[src/rtl/store_align_buffer.sv]
// store_align_buffer: aligns sb/sh/sw stores into word writes with byte
// enables, queues them in a small FIFO and drains them in order to data
// memory over a req/ack handshake.
module store_align_buffer #(
    parameter int unsigned DEPTH = 4,
    parameter int unsigned AW    = 32
) (
    input  logic                     clk,
    input  logic                     rst_n,
    input  logic                     st_valid,
    output logic                     st_ready,
    input  logic [AW-1:0]            st_addr,
    input  logic [1:0]               info_store,
    input  logic [31:0]              st_data,
    output logic                     misalign,
    output logic                     mem_req,
    output logic [AW-1:0]            mem_addr,
    output logic [31:0]              mem_wdata,
    output logic [3:0]               mem_be,
    input  logic                     mem_ack,
    output logic                     buf_empty,
    output logic [$clog2(DEPTH):0]   count
);

    localparam int unsigned PW = $clog2(DEPTH);
    localparam int unsigned CW = $clog2(DEPTH) + 1;

    typedef struct packed {
        logic [AW-1:0] addr;
        logic [31:0]   wdata;
        logic [3:0]    be;
    } entry_t;

    typedef enum logic [0:0] {
        S_IDLE = 1'b0,
        S_REQ  = 1'b1
    } state_t;

    state_t         state, state_d;
    entry_t         fifo_mem [DEPTH];
    logic [PW-1:0]  wr_ptr, wr_ptr_d;
    logic [PW-1:0]  rd_ptr, rd_ptr_d;
    logic [CW-1:0]  count_d;
    logic [CW-1:0]  remain;

    logic [1:0]     off;
    logic [3:0]     al_be;
    logic [31:0]    al_wdata;
    logic           al_store;
    logic           al_mis;
    entry_t         new_entry;
    entry_t         head_d;
    entry_t         out_d;

    logic           accept;
    logic           enq;
    logic           mis_acc;
    logic           pop;

    // Lane alignment and misalignment detection for the incoming store
    always_comb begin
        al_be    = 4'b0000;
        al_wdata = 32'h0;
        al_store = 1'b0;
        al_mis   = 1'b0;
        off      = st_addr[1:0];
        case (info_store)
            2'b00: begin
                al_store = 1'b1;
                al_be    = 4'b0001 << off;
                al_wdata = {4{st_data[7:0]}};
            end
            2'b01: begin
                if (off == 2'd3) begin
                    al_mis = 1'b1;
                end else begin
                    al_store = 1'b1;
                    al_be    = 4'b0011 << off;
                    al_wdata = {16'h0, st_data[15:0]} << {off, 3'b000};
                end
            end
            2'b10: begin
                if (off != 2'd0) begin
                    al_mis = 1'b1;
                end else begin
                    al_store = 1'b1;
                    al_be    = 4'hF;
                    al_wdata = st_data;
                end
            end
            default: begin
            end
        endcase
        new_entry = '{addr: {st_addr[AW-1:2], 2'b00}, wdata: al_wdata, be: al_be};
    end

    assign accept  = st_valid & st_ready;
    assign enq     = accept & al_store;
    assign mis_acc = accept & al_mis;
    assign mem_req = (state == S_REQ);

    // Drain FSM next state, pointer/count update and next memory-side outputs
    always_comb begin
        state_d  = state;
        wr_ptr_d = wr_ptr;
        rd_ptr_d = rd_ptr;
        pop      = 1'b0;

        case (state)
            S_IDLE:  pop = 1'b0;
            S_REQ:   pop = mem_ack;
            default: pop = 1'b0;
        endcase

        if (enq) begin
            wr_ptr_d = wr_ptr + PW'(1);
        end
        if (pop) begin
            rd_ptr_d = rd_ptr + PW'(1);
        end

        remain  = count - CW'(pop);
        count_d = remain + CW'(enq);

        // A store written this cycle into an otherwise empty queue is not yet
        // readable from the array, so present it directly.
        if (remain == CW'(0)) begin
            head_d = new_entry;
        end else begin
            head_d = fifo_mem[rd_ptr_d];
        end

        case (state)
            S_IDLE: begin
                if (count_d != CW'(0)) begin
                    state_d = S_REQ;
                end
            end
            S_REQ: begin
                if (pop && (count_d == CW'(0))) begin
                    state_d = S_IDLE;
                end
            end
            default: state_d = S_IDLE;
        endcase

        out_d = (state_d == S_REQ) ? head_d : '0;
    end

    // State, pointers, count and registered outputs
    always_ff @(posedge clk or negedge rst_n) begin
        if (!rst_n) begin
            state     <= S_IDLE;
            wr_ptr    <= '0;
            rd_ptr    <= '0;
            count     <= '0;
            st_ready  <= 1'b1;
            buf_empty <= 1'b1;
            misalign  <= 1'b0;
            mem_addr  <= '0;
            mem_wdata <= '0;
            mem_be    <= '0;
        end else begin
            state     <= state_d;
            wr_ptr    <= wr_ptr_d;
            rd_ptr    <= rd_ptr_d;
            count     <= count_d;
            st_ready  <= (count_d != CW'(DEPTH));
            buf_empty <= (count_d == CW'(0));
            misalign  <= mis_acc;
            mem_addr  <= out_d.addr;
            mem_wdata <= out_d.wdata;
            mem_be    <= out_d.be;
        end
    end

    // Entry storage; contents are only meaningful between the pointers
    always_ff @(posedge clk) begin
        if (enq) begin
            fifo_mem[wr_ptr] <= new_entry;
        end
    end

endmodule

[config.mk]
export PLATFORM = sky130hd
export DESIGN_NAME = store_align_buffer
export DESIGN_NICKNAME = d
export VERILOG_FILES = /design/src/rtl/store_align_buffer.sv
export SDC_FILE = /design/constraint.sdc
export NUM_CORES = 1
export LEC_CHECK = 0
export ABC_AREA = 1
export CAP_MARGIN = 20
export CELL_PAD_IN_SITES_DETAIL_PLACEMENT = 2
export CELL_PAD_IN_SITES_GLOBAL_PLACEMENT = 2
export CORE_ASPECT_RATIO = 1.2
export CORE_MARGIN = 2
export CORE_UTILIZATION = 40
export CTS_CLUSTER_SIZE = 20
export DETAILED_ROUTE_END_ITERATION = 10
export GPL_TIMING_DRIVEN = 0
export PLACE_DENSITY = 0.81
export SLEW_MARGIN = 20
export SYNTH_ARGS = -nofsm -noshare
export SYNTH_HDL_FRONTEND = slang
export SYNTH_SLANG_ARGS = --single-unit
[constraint.sdc]
create_clock -name clk -period 10.66 [get_ports clk]
set_input_delay 1.066 -clock clk [delete_from_list [all_inputs] [get_ports clk]]
set_output_delay 1.066 -clock clk [all_outputs]
set_load 0.02 [all_outputs]
==> results.md, run 1 <==
* Starting Density at 40.3%
* Non-filler cells, final at 2158
* Congestion Overflow GR at 0
* Crit path required time at 11.08 ns
* Library cells used by synthesis at 24
* GP Congestion at 0.813
* RR Startpoint: st_ready$_DFF_PN1_
* CP max FO at 13
* Commonest non-fill, non-tap cells in the layout: nand2_1 (470), edfxtp_1 (264), nand3_1 (250), clkdlybuf4s50_1 (141), inv_1 (125)
* I/O pins at 145
* Final Core Density at 49.9%
* Die Height at 214 um
* WS Path Type: in2reg
* Core area at 36600 sq um
* PwrDens at 299 nW/um^2
* Clock latency on the worst-skew pair at 0.53 ns
* Worst R2R Setup Slack at 7.26 ns
* Die area at 38500 sq um
* Fin crit share at 49.8%
* ANT nets after route at 0
* Status: finished, final reports clean
* WL final at 54000 um
* Area delta synth->final at 23.7%
* H-tree Lvls at 2
* Max VDD drop at 0.131 mV
* Port Buffer Count at 142
* N_diodes at 0
* Mapped cell area at 14800 sq um
* CTS tree: done
* F_max at 188 MHz
* Final worst slack at 5.35 ns
* Relative slew slack at 47.1%
* Routed len/inst at 25.0 um
* Post-DP HPWL at 36600 um
* Max Transition Viols Final at 0
* Layout Skew at 0.0246 ns
* Top cells by area, synth: edfxtp_1 (54%), dfrtp_1 (13%), nand2_1 (12%)
* Layout fillers at 3769
* Slew @ Worst Pin at 0.789 ns
* 1st-iter DRT viols at 708
* Layout cells sized above 1 at 7.30%
* Synthesized instance count at 1465
* RR Endpoint: mem_wdata[27]$_DFF_PN0_
* Antenna violations before repair at 0
* Cells on worst reg2reg path at 11
* Setup repair bufs after CTS at 0
* Largest net degree at the start of global routing at 51
* Total GRT Usage at 28.2%
* Placed insts at 2095
* Count of final hold-check violations at 0
* Top cell type's share of synthesized area at 53.7%
* CTS clk-pin slew, worst paths at 0.06 ns
* Min Hold Slack at 0.475 ns
* Hold Path Class: in2async
* Crit end category: flop
* Final Setup Violations at 0
* Startpoint Class: input port
* Post-CTS Hold Buffers at 0
* Worst slack, placed at 4.82 ns
* Drt drc at 0
* Sum Neg Setup Slack at 0 ns
* Pre-antenna DRT Iters at 5
* Most common cell after layout, fill and taps aside: nand2_1
* MaxCap Viol Count at 0
* Leak Pwr at 7.80 nW
* Synthesis Warnings at 0
* Sequential area share after synthesis at 66.7%
* Row cnt at 77
* Nets at 1746
* Clock Path Buffers at 3
* First-pass GRT wire length at 82100 um
* Tmin final at 5.31 ns
* Die extent in x at 179 um
* Num CTS Buffers at 35
* CTS sink cnt at 341
* RSZ-0062 raised after global routing: false
* Mean number of vias per cell at 5.41
* Clock Tree Root: clkbuf_16
* Via count at 11700
* Vias in the first global route at 13300
* CP arrival at 5.72 ns
* Cell taking the most area after synthesis: edfxtp_1
* #FFs+latches synth at 341
* Mean Syn Cell Area at 10.1 sq um
* CTS-repair resized insts at 0
## metrics by stage
step           area [sq um]  total power (W)
2_1_floorplan         14800          0.00310
3_3_place_gp          16800          0.00402
3_5_place_dp          17100          0.00418
4_1_cts               18300          0.00551
5_1_grt               18300          0.00574
6_report              18300          0.00546
## Yosys cell counts
master,count
nand2_2,4
buf_4,9
clkbuf_1,30
dfrtp_1,75
ha_1,18
inv_1,125
o21ai_0,12
a21oi_1,70
nand3_1,250
nor3_1,1
o211ai_1,1
nor2_4,1
nand4_1,1
nor2_1,80
buf_2,36
buf_1,9
conb_1,1
nor3_2,1
xor2_1,1
nand2_1,470
a22oi_1,1
dfstp_2,2
inv_2,3
edfxtp_1,264
## routing by layer
layer | routed length [um] | part of all wire (%) | track usage [%]
met1 | 20700 | 38 | 32.6
met2 | 28800 | 53 | 51.7
met3 | 2310 | 4.3 | 4.04
met4 | 2200 | 4.1 | 12.2
met5 | 0 | 0 | 0
## cell families (layout without fill, tap and decap cells)
logic type      after synthesis  count (layout)  synth area share, %
compound gates               84              84                 2.88
xor+xnor                      1               1               0.0593
fa+ha+maj                    18              18                 1.53
buf+inv                     212             430                 5.92
flops                       341             341                 66.7
other cells                   1               2               0.0254
simple gates                808             808                 22.8
## state kept, by name, indices dropped and copies added (netlist names)
name	cells
st_ready	1
fifo_mem	264
buf_empty	1
mem_req	1
mem_be	4
wr_ptr	2
mem_addr	30
count	3
misalign	1
mem_wdata	32
rd_ptr	2
## cell type report
cell class	count	area, sq um	area share [%]
plain buffers	84	394	2.16
clock buffers	51	1010	5.52
clock inverters	12	131	0.719
inverters	128	480	2.63
multi-input cells	913	4070	22.3
flip-flops and latches	341	9860	53.9
well taps	474	593	3.25
repair buffers	155	1740	9.52
## power by group
part / internal, W / leakage [nW] / switching [W] / total, W
Combinational: 0.000762 / 3.93 / 0.00168 / 0.00244
Clock: 0.000730 / 0.561 / 0.000522 / 0.00125
Sequential: 0.00168 / 3.31 / 0.0000927 / 0.00177
Total: 0.00317 / 7.80 / 0.00229 / 0.00546
## worst max-delay path, cell delays in order
cell and delay [ns]:
clkdlybuf4s50_1 0.45, buf_2 0.20, inv_1 0.22, buf_4 0.26, ha_1 0.32, nand2_1 0.19
inv_1 0.13, nor2_1 0.08, nand2_1 0.08, nand4_1 0.46, inv_1 0.29, ha_1 0.19
ha_1 0.18, inv_1 0.07, nand3_1 0.08, nand2_1 0.13, o211ai_1 0.30, clkbuf_1 0.60
nand2_1 0.15, nor2_1 0.26
## how the worst max path moves through the flow
stage          startpoint                   endpoint
2_1_floorplan  st_addr[0]   fifo_mem[0][0]$_DFFE_PP_
3_3_place_gp   st_addr[0]  fifo_mem[0][57]$_DFFE_PP_
3_5_place_dp   st_addr[0]    mem_wdata[27]$_DFF_PN0_
4_1_cts        st_addr[0]    mem_wdata[25]$_DFF_PN0_
5_1_grt        st_addr[0]    mem_wdata[27]$_DFF_PN0_
6_report       st_addr[0]    mem_wdata[27]$_DFF_PN0_
No activity file was read; power rests on OpenSTA's default activity.
==> run 2, diff against run 1 <==
--- a/config.mk
+++ b/config.mk
@@ -11,11 +11,11 @@
 export CELL_PAD_IN_SITES_GLOBAL_PLACEMENT = 2
 export CORE_ASPECT_RATIO = 1.2
 export CORE_MARGIN = 2
-export CORE_UTILIZATION = 40
+export CORE_UTILIZATION = 37
 export CTS_CLUSTER_SIZE = 20
 export DETAILED_ROUTE_END_ITERATION = 10
 export GPL_TIMING_DRIVEN = 0
-export PLACE_DENSITY = 0.81
+export PLACE_DENSITY = 0.76
 export SLEW_MARGIN = 20
 export SYNTH_ARGS = -nofsm -noshare
 export SYNTH_HDL_FRONTEND = slang
==> constraint.sdc (replaced) <==
create_clock -name clk -period 5.1 [get_ports clk]
set_input_delay 0.51 -clock clk [delete_from_list [all_inputs] [get_ports clk]]
set_output_delay 0.51 -clock clk [all_outputs]
set_load 0.02 [all_outputs]
==> run 2 against run 1 <==
Effect of this change: hold slack worse by 0.0055 ns; largest cell class unchanged; sequential power up 110%; cell count up 2.7%; critical path type unchanged; clock power up 100%; die area up 7.9%; highest routed layer unchanged; sequential cell count unchanged; combinational power up 100%.
==> results.md, run 2 (same netlist as run 1, synthesis figures left out) <==
* Layout Skew at 0.0203 ns (was 0.0246 ns)
* Worst slack, placed at -0.110 ns (was 4.82 ns)
* CP max FO at 13 (unchanged)
* Sum Neg Setup Slack at 0 ns (unchanged)
* Final worst slack at 0.453 ns (was 5.35 ns)
* CTS-repair resized insts at 0 (unchanged)
* Routed len/inst at 22.5 um (was 25.0 um)
* Fin crit share at 91.1%
* Commonest non-fill, non-tap cells in the layout: nand2_1 (470), edfxtp_1 (264), nand3_1 (250), clkdlybuf4s50_1 (141), inv_1 (125) (unchanged)
* Final Setup Violations at 0 (unchanged)
* Clock Path Buffers at 3 (unchanged)
* Drt drc at 0 (unchanged)
* RR Endpoint: mem_wdata[27]$_DFF_PN0_ (unchanged)
* Biggest register: fifo_mem (unchanged)
* Top Registers: fifo_mem: 264 flops, mem_wdata: 32 flops, mem_addr: 30 flops (unchanged)
* Count of final hold-check violations at 0 (unchanged)
* Die area at 41500 sq um (was 38500 sq um)
* Tmin final at 4.65 ns
* CP arrival at 5.06 ns (was 5.72 ns)
* Layout cells sized above 1 at 7.19% (was 7.30%)
* Crit path required time at 5.51 ns (was 11.08 ns)
* Row cnt at 80 (was 77)
* Crit end category: flop (unchanged)
* Cells on worst reg2reg path at 11 (unchanged)
* Nets at 1748 (was 1746)
* CTS tree: done (unchanged)
* Num CTS Buffers at 36 (was 35)
* Status: finished, final reports clean (unchanged)
* WL final at 49900 um (was 54000 um)
* N_diodes at 0 (unchanged)
* Post-CTS Hold Buffers at 1 (was 0)
* Setup repair bufs after CTS at 0 (unchanged)
* Core area at 39500 sq um (was 36600 sq um)
* Startpoint Class: input port (unchanged)
* MaxCap Viol Count at 0 (unchanged)
* Starting Density at 37.4% (was 40.3%)
* Design area at 18300 sq um (about the same)
* Vias in the first global route at 12900 (was 13300)
* ANT nets after route at 0 (unchanged)
* Slew @ Worst Pin at 0.833 ns (was 0.789 ns)
* Pre-antenna DRT Iters at 5 (unchanged)
* Mean number of vias per cell at 5.14 (was 5.41)
* RR Startpoint: st_ready$_DFF_PN1_ (unchanged)
* F_max at 215 MHz
* Via count at 11400 (was 11700)
* PwrDens at 609 nW/um^2 (was 299 nW/um^2)
* Clock Tree Root: clkbuf_16 (unchanged)
* Die Height at 223 um (was 214 um)
* Max VDD drop at 0.215 mV (was 0.131 mV)
* Relative slew slack at 44.3% (was 47.1%)
* Area after DPL at 17200 sq um (was 17100 sq um)
* Max reg flops at 264 (unchanged)
* GP Congestion at 0.818 (was 0.813)
* CTS sink cnt at 341 (unchanged)
* Total GRT Usage at 24.5% (was 28.2%)
* Clock latency on the worst-skew pair at 0.54 ns (was 0.53 ns)
* Antenna violations before repair at 0 (unchanged)
* 1st-iter DRT viols at 645 (was 708)
* Final total power at 0.0112 W (was 0.00546 W)
* H-tree Lvls at 2 (unchanged)
* Min Hold Slack at 0.469 ns (was 0.475 ns)
* I/O pins at 145 (unchanged)
* Congestion Overflow GR at 0 (unchanged)
* Port Buffer Count at 142 (unchanged)
* Die extent in x at 186 um (was 179 um)
* WS Path Type: in2reg (unchanged)
* Area delta synth->final at 24.0% (was 23.7%)
* Most common cell after layout, fill and taps aside: nand2_1 (unchanged)
* CTS clk-pin slew, worst paths at 0.06 ns (about the same)
* Leak Pwr at 7.77 nW (was 7.80 nW)
* RSZ-0062 raised after global routing: false (unchanged)
* First-pass GRT wire length at 77100 um (was 82100 um)
* Max Transition Viols Final at 0 (unchanged)
* Worst R2R Setup Slack at 1.83 ns (was 7.26 ns)
* Post-DP HPWL at 35700 um (was 36600 um)
* Hold Path Class: in2async (unchanged)
* Largest net degree at the start of global routing at 50 (was 51)
## run 2: cell types whose count changed in the layout (fill, tap and decap cells not counted)
cell / delta
clkinv_2: -2
dlygate4sd3_1: +1
clkinvlp_4: +1
clkbuf_8: +1
bufinv_16: -2
clkbuf_1: +1
## run 2: area by class of cell
type / instances / area, sq um
buffer: 84 / 394
clock inverter: 9 / 68.8
multi-input combinational: 913 / 4070
sequential: 341 / 9860
tap: 533 / 667
clock buffer: 53 / 1030
fill: 4111 / 21200
inverter: 128 / 480
timing repair buffer: 156 / 1750
## run 2: worst max path at each step
stage,startpoint,end,slack (ns),cells past startpoint
after floorplan,st_addr[0],fifo_mem[0][0]$_DFFE_PP_,0.04,10
after global placement,st_addr[0],fifo_mem[0][57]$_DFFE_PP_,-3.45,11
after detailed placement,st_addr[0],mem_wdata[27]$_DFF_PN0_,-0.11,20
after CTS,st_addr[0],mem_wdata[27]$_DFF_PN0_,0.38,20
after global routing,st_addr[0],mem_wdata[27]$_DFF_PN0_,0.12,20
final,st_addr[0],mem_wdata[27]$_DFF_PN0_,0.45,20
## run 2: critical path, cell delays in order
cell and delay (ns):
clkdlybuf4s50_1 0.47, buf_2 0.20, inv_1 0.21, buf_4 0.26, ha_1 0.32, nand2_1 0.20, inv_1 0.14, nor2_1 0.08
nand2_1 0.08, nand4_1 0.43, inv_1 0.26, ha_1 0.18, ha_1 0.16, inv_1 0.04, nand3_1 0.07, nand2_1 0.12
o211ai_1 0.32, clkbuf_1 0.52, nand2_1 0.16, nor2_1 0.31
## run 2: per-layer routing
| layer | track usage (%) | share of wire [%] | routed length (um) |
|---|---|---|---|
| met5 | 0 | 0 | 0 |
| met4 | 7.46 | 2.5 | 1250 |
| met3 | 2.67 | 3.6 | 1820 |
| met2 | 46.4 | 54 | 26700 |
| met1 | 29.0 | 40 | 20100 |
## run 2: metrics by stage
stage,util (%),std cells
6_report,46.3,2217
5_1_grt,46.3,2217
4_1_cts,46.3,2217
3_5_place_dp,43.5,2154
3_3_place_gp,42.6,2141
2_1_floorplan,-,1466
## run 2: where the power goes
| group | total, W | switching [W] | internal (W) |
|---|---|---|---|
| Combinational | 0.00495 | 0.00336 | 0.00159 |
| Clock | 0.00251 | 0.00107 | 0.00144 |
| Sequential | 0.00369 | 0.000180 | 0.00351 |
